==> src/rtl/display_scan_capture_if.sv <==
// Scanned 7-segment display bus plus the decoded capture results.
// The selector (master) drives Sw/Seg; the capture block (slave) drives the rest.
interface display_scan_capture_if;
    logic       Sw0;
    logic       Sw1;
    logic       Sw2;
    logic       Sw3;
    logic [6:0] Seg;
    logic [3:0] Dig0;
    logic [3:0] Dig1;
    logic [3:0] Dig2;
    logic [3:0] Dig3;
    logic [3:0] DigValid;
    logic       FrameDone;
    logic       SegErr;
    logic       OrderErr;
    logic       Stale;

    modport master (
        output Sw0, Sw1, Sw2, Sw3, Seg,
        input  Dig0, Dig1, Dig2, Dig3, DigValid, FrameDone, SegErr, OrderErr, Stale
    );

    modport slave (
        input  Sw0, Sw1, Sw2, Sw3, Seg,
        output Dig0, Dig1, Dig2, Dig3, DigValid, FrameDone, SegErr, OrderErr, Stale
    );
endinterface

==> src/rtl/display_scan_capture.sv <==
// Recovers hex digits from a scanned 4-digit 7-segment display bus.
// state     | meaning
// IDLE      | no single digit enable asserted
// SETTLE    | counting stable cycles of one digit select and segment pattern
// CAPTURED  | digit sampled, waiting for select or segment change
module display_scan_capture #(
    parameter int unsigned SETTLE         = 4,
    parameter int unsigned TIMEOUT        = 1024,
    parameter bit          SEG_ACTIVE_LOW = 1'b1,
    parameter bit          SW_ACTIVE_LOW  = 1'b0
) (
    input  logic                  Clock,
    input  logic                  Reset_n,
    display_scan_capture_if.slave bus
);

    localparam logic [1:0] ST_IDLE     = 2'd0;
    localparam logic [1:0] ST_SETTLE   = 2'd1;
    localparam logic [1:0] ST_CAPTURED = 2'd2;

    localparam logic [7:0]  SETTLE_C  = 8'(SETTLE);
    localparam logic [15:0] TIMEOUT_C = 16'(TIMEOUT);

    logic [3:0] sw_q1, sw_q2;
    logic [6:0] seg_q1, seg_q2;
    logic [3:0] sw_hi;
    logic [6:0] seg_hi;

    always_ff @(posedge Clock or negedge Reset_n) begin
        if (!Reset_n) begin
            sw_q1  <= '0;
            sw_q2  <= '0;
            seg_q1 <= '0;
            seg_q2 <= '0;
        end else begin
            sw_q1  <= {bus.Sw3, bus.Sw2, bus.Sw1, bus.Sw0};
            sw_q2  <= sw_q1;
            seg_q1 <= bus.Seg;
            seg_q2 <= seg_q1;
        end
    end

    assign sw_hi  = SW_ACTIVE_LOW  ? ~sw_q2  : sw_q2;
    assign seg_hi = SEG_ACTIVE_LOW ? ~seg_q2 : seg_q2;

    logic       sel_ok;
    logic [1:0] sel_idx;

    always_comb begin
        sel_ok  = 1'b0;
        sel_idx = 2'd0;
        case (sw_hi)
            4'b0001: begin sel_ok = 1'b1; sel_idx = 2'd0; end
            4'b0010: begin sel_ok = 1'b1; sel_idx = 2'd1; end
            4'b0100: begin sel_ok = 1'b1; sel_idx = 2'd2; end
            4'b1000: begin sel_ok = 1'b1; sel_idx = 2'd3; end
            default: ;
        endcase
    end

    logic [1:0] state, state_nxt;
    logic [7:0] cnt, cnt_nxt;
    logic [1:0] lat_idx, lat_idx_nxt;
    logic [6:0] lat_seg, lat_seg_nxt;
    logic       recap, recap_nxt;
    logic       restart, cap_fire, same;

    assign same = (sel_idx == lat_idx) && (seg_hi == lat_seg);

    // recap marks a re-sample of the digit just captured; it survives segment-only restarts
    always_comb begin
        state_nxt   = state;
        cnt_nxt     = cnt;
        lat_idx_nxt = lat_idx;
        lat_seg_nxt = lat_seg;
        recap_nxt   = recap;
        restart     = 1'b0;
        cap_fire    = 1'b0;
        case (state)
            ST_IDLE: begin
                cnt_nxt = '0;
                if (sel_ok) begin
                    restart   = 1'b1;
                    recap_nxt = 1'b0;
                end
            end
            ST_SETTLE: begin
                if (!sel_ok) begin
                    state_nxt = ST_IDLE;
                    cnt_nxt   = '0;
                end else if (same) begin
                    cnt_nxt = cnt + 8'd1;
                end else begin
                    restart = 1'b1;
                    if (sel_idx != lat_idx) recap_nxt = 1'b0;
                end
            end
            ST_CAPTURED: begin
                if (!sel_ok) begin
                    state_nxt = ST_IDLE;
                    cnt_nxt   = '0;
                end else if (!same) begin
                    restart   = 1'b1;
                    recap_nxt = (sel_idx == lat_idx);
                end
            end
            default: begin
                state_nxt = ST_IDLE;
                cnt_nxt   = '0;
            end
        endcase
        if (restart) begin
            state_nxt   = ST_SETTLE;
            cnt_nxt     = 8'd1;
            lat_idx_nxt = sel_idx;
            lat_seg_nxt = seg_hi;
        end
        if (state_nxt == ST_SETTLE && cnt_nxt == SETTLE_C) begin
            cap_fire  = 1'b1;
            state_nxt = ST_CAPTURED;
        end
    end

    logic       cap_req;
    logic [1:0] cap_idx;
    logic [6:0] cap_seg;
    logic       cap_recap;

    always_ff @(posedge Clock or negedge Reset_n) begin
        if (!Reset_n) begin
            state     <= ST_IDLE;
            cnt       <= '0;
            lat_idx   <= '0;
            lat_seg   <= '0;
            recap     <= 1'b0;
            cap_req   <= 1'b0;
            cap_idx   <= '0;
            cap_seg   <= '0;
            cap_recap <= 1'b0;
        end else begin
            state     <= state_nxt;
            cnt       <= cnt_nxt;
            lat_idx   <= lat_idx_nxt;
            lat_seg   <= lat_seg_nxt;
            recap     <= recap_nxt;
            cap_req   <= cap_fire;
            cap_idx   <= lat_idx_nxt;
            cap_seg   <= lat_seg_nxt;
            cap_recap <= recap_nxt;
        end
    end

    function automatic logic [4:0] seg_decode(input logic [6:0] s);
        logic [4:0] r;
        case (s)
            7'h3F:   r = {1'b1, 4'h0};
            7'h06:   r = {1'b1, 4'h1};
            7'h5B:   r = {1'b1, 4'h2};
            7'h4F:   r = {1'b1, 4'h3};
            7'h66:   r = {1'b1, 4'h4};
            7'h6D:   r = {1'b1, 4'h5};
            7'h7D:   r = {1'b1, 4'h6};
            7'h07:   r = {1'b1, 4'h7};
            7'h7F:   r = {1'b1, 4'h8};
            7'h6F:   r = {1'b1, 4'h9};
            7'h77:   r = {1'b1, 4'hA};
            7'h7C:   r = {1'b1, 4'hB};
            7'h39:   r = {1'b1, 4'hC};
            7'h5E:   r = {1'b1, 4'hD};
            7'h79:   r = {1'b1, 4'hE};
            7'h71:   r = {1'b1, 4'hF};
            default: r = 5'h00;
        endcase
        return r;
    endfunction

    logic [4:0]       dec;
    logic [3:0]       cap_onehot;
    logic [3:0]       valid_set;
    logic [3:0][3:0]  dig;
    logic [3:0]       dig_valid;
    logic             frame_done, seg_err, order_err, stale;
    logic [15:0]      idle_cnt;
    logic [1:0]       last_idx;
    logic             order_free;

    assign dec        = seg_decode(cap_seg);
    assign cap_onehot = 4'b0001 << cap_idx;
    assign valid_set  = dig_valid | cap_onehot;

    // order_free exempts the first capture after reset or after the display went stale
    always_ff @(posedge Clock or negedge Reset_n) begin
        if (!Reset_n) begin
            dig        <= '0;
            dig_valid  <= '0;
            frame_done <= 1'b0;
            seg_err    <= 1'b0;
            order_err  <= 1'b0;
            stale      <= 1'b0;
            idle_cnt   <= '0;
            last_idx   <= '0;
            order_free <= 1'b1;
        end else begin
            frame_done <= 1'b0;
            seg_err    <= 1'b0;
            order_err  <= 1'b0;
            if (cap_req) begin
                idle_cnt   <= '0;
                stale      <= 1'b0;
                order_err  <= !order_free && !cap_recap && (cap_idx != last_idx + 2'd1);
                last_idx   <= cap_idx;
                order_free <= 1'b0;
                if (dec[4]) begin
                    dig[cap_idx] <= dec[3:0];
                    dig_valid    <= valid_set;
                    frame_done   <= (cap_idx == 2'd3) && (&valid_set);
                end else begin
                    seg_err   <= 1'b1;
                    dig_valid <= dig_valid & ~cap_onehot;
                end
            end else if (idle_cnt != 16'hFFFF) begin
                idle_cnt <= idle_cnt + 16'd1;
                if (idle_cnt + 16'd1 == TIMEOUT_C) begin
                    stale      <= 1'b1;
                    dig_valid  <= '0;
                    order_free <= 1'b1;
                end
            end
        end
    end

    assign bus.Dig0      = dig[0];
    assign bus.Dig1      = dig[1];
    assign bus.Dig2      = dig[2];
    assign bus.Dig3      = dig[3];
    assign bus.DigValid  = dig_valid;
    assign bus.FrameDone = frame_done;
    assign bus.SegErr    = seg_err;
    assign bus.OrderErr  = order_err;
    assign bus.Stale     = stale;

endmodule

==> src/flat_wrapper.sv <==
// flat-port wrapper written by rule: the top's interface ports become plain ports
module display_scan_capture_flat 
#(
    parameter int unsigned SETTLE         = 4,
    parameter int unsigned TIMEOUT        = 1024,
    parameter bit          SEG_ACTIVE_LOW = 1'b1,
    parameter bit          SW_ACTIVE_LOW  = 1'b0
)
  (Clock, Reset_n, bus_Sw0, bus_Sw1, bus_Sw2, bus_Sw3, bus_Seg, bus_Dig0, bus_Dig1, bus_Dig2, bus_Dig3, bus_DigValid, bus_FrameDone, bus_SegErr, bus_OrderErr, bus_Stale);
  display_scan_capture_if bus_i ();
  input  logic Clock;
  input  logic Reset_n;
  input wire logic [$bits(bus_i.Sw0)-1:0] bus_Sw0;
  input wire logic [$bits(bus_i.Sw1)-1:0] bus_Sw1;
  input wire logic [$bits(bus_i.Sw2)-1:0] bus_Sw2;
  input wire logic [$bits(bus_i.Sw3)-1:0] bus_Sw3;
  input wire logic [$bits(bus_i.Seg)-1:0] bus_Seg;
  output wire logic [$bits(bus_i.Dig0)-1:0] bus_Dig0;
  output wire logic [$bits(bus_i.Dig1)-1:0] bus_Dig1;
  output wire logic [$bits(bus_i.Dig2)-1:0] bus_Dig2;
  output wire logic [$bits(bus_i.Dig3)-1:0] bus_Dig3;
  output wire logic [$bits(bus_i.DigValid)-1:0] bus_DigValid;
  output wire logic [$bits(bus_i.FrameDone)-1:0] bus_FrameDone;
  output wire logic [$bits(bus_i.SegErr)-1:0] bus_SegErr;
  output wire logic [$bits(bus_i.OrderErr)-1:0] bus_OrderErr;
  output wire logic [$bits(bus_i.Stale)-1:0] bus_Stale;
  assign bus_i.Sw0 = bus_Sw0;
  assign bus_i.Sw1 = bus_Sw1;
  assign bus_i.Sw2 = bus_Sw2;
  assign bus_i.Sw3 = bus_Sw3;
  assign bus_i.Seg = bus_Seg;
  assign bus_Dig0 = bus_i.Dig0;
  assign bus_Dig1 = bus_i.Dig1;
  assign bus_Dig2 = bus_i.Dig2;
  assign bus_Dig3 = bus_i.Dig3;
  assign bus_DigValid = bus_i.DigValid;
  assign bus_FrameDone = bus_i.FrameDone;
  assign bus_SegErr = bus_i.SegErr;
  assign bus_OrderErr = bus_i.OrderErr;
  assign bus_Stale = bus_i.Stale;
  display_scan_capture #(.SETTLE(SETTLE), .TIMEOUT(TIMEOUT), .SEG_ACTIVE_LOW(SEG_ACTIVE_LOW), .SW_ACTIVE_LOW(SW_ACTIVE_LOW)) u_core (.Clock(Clock), .Reset_n(Reset_n), .bus(bus_i));
endmodule
==> config.mk <==
export PLATFORM = sky130hd
export DESIGN_NAME = display_scan_capture_flat
export DESIGN_NICKNAME = d
export VERILOG_FILES = /design/src/rtl/display_scan_capture_if.sv /design/src/rtl/display_scan_capture.sv /design/src/flat_wrapper.sv
export SDC_FILE = /design/constraint.sdc
export NUM_CORES = 1
export LEC_CHECK = 0
export ABC_AREA = 1
export BUFFER_PORTS_ARGS = -buffer_cell sky130_fd_sc_hd__clkbuf_2
export CAP_MARGIN = 20
export CORE_MARGIN = 1.5
export CORE_UTILIZATION = 38
export CTS_BUF_LIST = sky130_fd_sc_hd__clkbuf_2
export DETAILED_ROUTE_END_ITERATION = 10
export PLACE_DENSITY = 0.53
export SYNTH_ARGS = -nofsm -noshare
export SYNTH_HDL_FRONTEND = slang
export SYNTH_SLANG_ARGS = --single-unit
==> constraint.sdc <==
create_clock -name Clock -period 3.53 [get_ports Clock]
set_input_delay 0.5295 -clock Clock [delete_from_list [all_inputs] [get_ports Clock]]
set_output_delay 0.5295 -clock Clock [all_outputs]
set_load 0.01 [all_outputs]
# Word level (Yosys, flattened, before mapping)
# Cells that the tools add are included.
dict set report classes {
  bitwise_logic 4
  n_eq_ne 37
  n_addsub 3
  n_mux 41
  reduce_logical 18
  shift 1
  magnitude_cmp 2
}
# operator n
set ops {}
lappend ops {{7-bit equality test (second input constant)} 12}
lappend ops {{5-bit one-hot mux with 16 select lines} 1}
lappend ops {{16-bit two-way mux} 2}
lappend ops {{8-bit two-way mux} 4}
lappend ops {{4-bit two-way mux} 5}
lappend ops {{1-bit two-way mux} 19}
lappend ops {{16-bit by 1-bit adder with 16-bit output (second input constant)} 1}
lappend ops {{16-bit bitwise mux} 1}
lappend ops {{16-bit by 11-bit equality test with 1-bit output (second input constant)} 1}
lappend ops {{16-bit != test (second input constant)} 1}
lappend ops {{8-bit one-hot mux with 2 select lines} 1}
lappend ops {{7-bit by 3-bit equality test with 1-bit output (second input constant)} 2}
lappend ops {{7-bit by 6-bit equality test with 1-bit output (second input constant)} 2}
lappend ops {{8-bit by 1-bit adder with 8-bit output (second input constant)} 1}
lappend ops {{4-bit demux with 2-bit select} 1}
lappend ops {{8-bit by 3-bit equality test with 1-bit output (second input constant)} 1}
lappend ops {{2-bit by 1-bit != test with 1-bit output (second input constant)} 4}
lappend ops {{7-bit equality test} 1}
lappend ops {{7-bit NOT} 1}
lappend ops {{7-bit AND reduction} 1}
lappend ops {{1-bit logical AND} 6}
lappend ops {{2-bit two-way mux} 3}
lappend ops {{2-bit one-hot mux with 3 select lines} 1}
lappend ops {{4-bit bitwise AND} 1}
lappend ops {{other kinds (26)} 33}
dict set report totals {
  regBits 86
  out_inout_bits 24
}

# Longest topological paths before layout
dict set report logic_depth {
  ltp_word 11
  ltp_mapped 17
  ltp_nobuf 16
}

# Worst setup path after synthesis
# Ideal clock, no wire load.
dict set report synth_timing {
  kind {reg-to-reg}
  start {register u_core.idle_cnt[0]}
  end {register u_core.dig_valid[0], in the netlist u_core.bus.DigValid[0]}
  synth_period_minus_slack_ns 1.956
  t_arrival_ns 1.835
  slack_ns 1.574
  t_required_ns 3.409
  path_stages_with_launch 12
  path_cell_list {dfrtp_1 ha_1 nand2_1 nor3_2 nand3_1 nor3b_1 xnor2_1 nand2_1 nor2_1 nand3_2 nand3_1 nand2_1}
}
dict set report synth_between {
  elab_chain_len 4
  word_cells_on_any_way 6
  classes_between {add/sub: 1; eq/ne: 2; reduce/logical: 3}
}
# item line_no
set synth_rtl {}
lappend synth_rtl {{from (decl)} display_scan_capture.sv:183} ;# logic [15:0] idle_cnt;
lappend synth_rtl {{from (signal assigned)} display_scan_capture.sv:222} ;# idle_cnt <= idle_cnt + 16'd1;
lappend synth_rtl {{16-bit by 1-bit adder with 16-bit output} display_scan_capture.sv:223} ;# if (idle_cnt + 16'd1 == TIMEOUT_C) begin
lappend synth_rtl {{16-bit by 11-bit equality test with 1-bit output} display_scan_capture.sv:223}
lappend synth_rtl {{2-bit nonzero test (no line)} --}
lappend synth_rtl {{2-bit AND reduction (no line) (*)} --}
lappend synth_rtl {{to (signal assigned)} display_scan_capture.sv:215} ;# dig_valid <= valid_set;
lappend synth_rtl {{to (signal assigned)} display_scan_capture.sv:219} ;# dig_valid <= dig_valid & ~cap_onehot;
lappend synth_rtl {{to (decl)} display_scan_capture.sv:181} ;# logic [3:0] dig_valid;
# Mark *: on every way between the ends. The rest lies on a longest branch, timed or not.
# A chain may end at the register's enable or synchronous reset.

# Final worst setup path
dict set report layout_timing {
  start {register u_core.lat_seg[2]}
  end {register u_core.state[0]}
}
dict set report layout_between {
  elab_chain_len 9
  word_cells_on_any_way 14
  classes_between {eq/ne: 3; mux: 9; reduce/logical: 2}
}
# item line_no
set layout_rtl {}
lappend layout_rtl {{from (decl)} display_scan_capture.sv:64} ;# logic [6:0] lat_seg, lat_seg_nxt;
lappend layout_rtl {{from (signal assigned)} display_scan_capture.sv:144} ;# lat_seg <= lat_seg_nxt;
lappend layout_rtl {{7-bit equality test (*)} display_scan_capture.sv:68} ;# assign same = (sel_idx == lat_idx) && (seg_hi == lat_seg);
lappend layout_rtl {{1-bit logical AND (*)} display_scan_capture.sv:68}
lappend layout_rtl {{8-bit two-way mux or 1-bit two-way mux (tied branches)} {display_scan_capture.sv:91, display_scan_capture.sv:102}}
lappend layout_rtl {{8-bit two-way mux or 1-bit two-way mux (tied branches)} {display_scan_capture.sv:88, display_scan_capture.sv:99}}
lappend layout_rtl {{8-bit one-hot mux with 2 select lines or 1-bit one-hot mux with 2 select lines (tied branches)} display_scan_capture.sv:79} ;# case (state)
lappend layout_rtl {{8-bit two-way mux (*)} display_scan_capture.sv:112} ;# if (restart) begin
lappend layout_rtl {{net u_core.cnt_nxt[5]} display_scan_capture.sv:62} ;# logic [7:0] cnt, cnt_nxt;
lappend layout_rtl {{8-bit by 3-bit equality test with 1-bit output (*)} display_scan_capture.sv:118} ;# if (state_nxt == ST_SETTLE && cnt_nxt == SETTLE_C) begin
lappend layout_rtl {{1-bit logical AND (*)} display_scan_capture.sv:118}
lappend layout_rtl {{2-bit two-way mux (*)} display_scan_capture.sv:118}
lappend layout_rtl {{net u_core.state_nxt[0]} display_scan_capture.sv:61} ;# logic [1:0] state, state_nxt;
lappend layout_rtl {{to (signal assigned)} display_scan_capture.sv:141} ;# state <= state_nxt;
lappend layout_rtl {{to (decl)} display_scan_capture.sv:61}
# Mark *: on every way through the listed nets, which the timed path passes. The rest lies on a longest branch.

==> flow_summary.ini <==
[run_status]
status = completed

[clocking]
path_clk_slew_ps = 270
cts-buffers-inserted = 9
htree_levels = 3
cts_tree = done
cts-root-buf = clkbuf_2
clk-insertion-delay-late_ps = 570
hold_buffers = 0
cts_buffer_depth = 2
cts_resized = 0
cts_setup_buffers = 0
cts_sinks = 86

[synthesis]
synth_top_area_share_pct = 48.7
synthArstFlopShare_pct = 100
postSynthCellCount = 536
synth_edf_count = 0
ys.flop_type = dfrtp_1
synth_top_family_by_area = simple AND/OR/NAND/NOR gates
syn-cell-area_um2 = 4370
yosys.area_share.simple_pct = 31.1
synth_fa_ha_area_share_pct = 1.72
netlist.top_cell.by_area = dfrtp_1
synth_top_cells_by_count = 159 x nand2_1, 85 x dfrtp_1, 58 x inv_1
yosys_warnings = 0
synth_xor_area_share_pct = 3.01
ys_types = 39
ys_ff_latch = 86
syn_nets = 555
synth_compound_gate_area_share_pct = 6.76
syn_area_per_cell_um2 = 8.15
synth.area.mux_share_pct = 0
synth.top_cells.by_area = dfrtp_1 49%, nand2_1 14%, inv_1 5.0%, nand3_1 3.5%, o21ai_0 3.5%
synth-seq-area-share_pct = 49.3
synth_most_common_cell = nand2_1

[floorplan]
ios = 37
die_x_um = 110
core-area_um2 = 11000
initial_utilization_pct = 39.6
rows = 38
die_area_um2 = 12200
die_h_um = 110

[place]
port_buffers = 36
place_area_um2 = 4640
dp_hpwl_um = 6080
gp_congestion = 0.835

[timing]
min_period_over_period_pct = 66.7
rsz0062_at_grt = false
timing.fmax_ghz = 0.425
layout_min_cycle_time_ps = 2350
fin_skew_ps = 49.6
fin_hold_ws_ps = 87.6
setup_viol = 0
slew_violations = 0
worstMarginPinSlew_ps = 565
timing.slew.headroom_pct = 62.3
hold_viol_final = 0
setup_tns_ps = 0

[power_and_ir_drop]
combPwrFrac_pct = 23.5
pwr-share-seq_pct = 50.5
swShare_pct = 36.1
powerDensity_nw_per_um2 = 471
p_leak_nw = 2.59
p_int_mw = 1.47
clkPwrFrac_pct = 26.0
p_switching_mw = 0.833
ir_worst_vdd_v = 0.000259

[drt]
highest_layer = met4
wl_met3_um = 348
wl_met2_um = 3770
detail_route.vias_per_cell = 4.79
drt-wirelength-per-cell_um = 12.0
drt_iter0_drc = 258
drcViolationCount = 0
vias = 3471
wl_met1_um = 4420
firstDrtPassIters = 4
drt_wl_total_um = 8660
ant_nets = 0

[cells_and_area]
areaGrowthSynthToFinish_pct = 11.9
fin_area_um2 = 4890
nFillCells = 1099
antenna_cells = 0
finalNetCount = 598
drive_above_1_share_pct = 16.8

[flow_run]
maxCapViolCount = 0

[critical_path]
crit_top_cell = nand2_2
cp-end-kind = register
critPathMaxFanout = 22
path_class = register to register
cp_data_required_time_ps = 4040
crit_slowest_cell = dfrtp_1
slowest_delay_ps = 560
startpoint_type = register
rrSetupSlack_ps = 1180
cp_cell_sequence = inv_2 > nand2_1 > nand2_1 > nor2_1 > nand2_2 > nor2_4 > nand3_4 > nand2_2 > nand2_2 > nand2_4 > nand2_2 > nor2_2 > nor2_1 > nand3_1 > nor2_4 > nor2_2
critPathArrivalTime_ps = 2860

[global_routing]
antenna_found_initial = 0
grt_pass1_vias = 3323
grt_pass1_wl_um = 15000
grt_max_degree = 87
track_usage_pct = 15.9
overflow = 0

[min_path]
hold_class = input port to register
worst max-delay path: cells and delay by family (launching register included):
family | cells | cell delay [ps]
DFF | 1 | 560
buffers and inverters | 1 | 60
and+or+nand+nor | 15 | 1660
cell type report:
cell class	instances	area, µm²	area share [%]
Inverter	69	259	5.30
Tap cell	140	175	3.58
Clock buffer	11	55.1	1.13
Clock inverter	5	83.8	1.71
Multi-Input combinational cell	366	1860	38.1
Timing Repair Buffer	47	300	6.14
Sequential cell	86	2150	44.0
registers in the layout (all words and copies together) (netlist names):
name / count
u_core.cnt: 8
u_core.bus.OrderErr: 1
u_core.bus.Dig3: 4
u_core.bus.Stale: 1
u_core.bus.Dig1: 4
u_core.seg_q2: 7
u_core.bus.SegErr: 1
u_core.last_idx: 2
u_core.state: 2
u_core.lat_seg: 7
u_core.idle_cnt: 16
u_core.seg_q1: 7
u_core.bus.Dig2: 4
u_core.bus.DigValid: 4
u_core.sw_q1: 4
u_core.sw_hi: 4
u_core.lat_idx: 2
u_core.cap_req: 1
u_core.bus.FrameDone: 1
u_core.recap: 1
u_core.order_free: 1
u_core.bus.Dig0: 4
through the flow:
step,setup WS [ps],util [%],cells,total power [mW]
floorplan,1570,-,536,1.61
global placement,1250,42.1,698,1.70
detailed placement,1230,42.1,698,1.71
CTS,1190,43.3,714,2.32
global route,894,44.3,724,2.48
finish,1180,44.3,724,2.30
path summary, 6_finish.rpt:
check	startpoint	to	cells past startpoint
worst max-delay path	u_core.lat_seg[2]	u_core.state[0]	16
worst min-delay path	bus_Sw0	u_core.sw_q1[0]	1
worst max register to register	u_core.lat_seg[2]	u_core.state[0]	16
worst min register to register	u_core.seg_q1[5]	u_core.seg_q2[5]	0
max in group asynchronous	Reset_n	u_core.order_free	3
min in group asynchronous	Reset_n	u_core.bus.Dig2[2]	2
layer usage:
metal	vias up	global-route usage, %
met5	-	0
met4	0	5.31
met3	11	4.06
met2	71	24.9
met1	1606	21.4
li1	1783	-
power by group through the flow:
stage	sequential, mW	combinational (mW)	clock, mW
6_report	1.16	0.542	0.599
5_1_grt	1.18	0.634	0.665
4_1_cts	1.16	0.534	0.623
3_5_place_dp	1.18	0.532	0
3_3_place_gp	1.17	0.534	0
2_1_floorplan	1.13	0.485	0
placed cells by master (no fill, tap or decap), types with 31 or more instances in the layout:
cell,synthesis,final
dfrtp_1,85,85
o21ai_0,31,31
nor2_1,39,39
inv_1,58,58
nand3_1,31,31
nand2_1,159,159
clkbuf_2,0,46
logic make-up (layout without fill, tap and decap cells):
family | after synthesis | in the layout
AO/OA/AOI/OAI | 54 | 54
flip-flops | 86 | 86
buffers and inverters | 84 | 132
adder cells (fa/ha/maj) | 6 | 6
AND/OR/NAND/NOR | 291 | 291
XOR/XNOR | 15 | 15
Power figures use the tool's default switching activity.
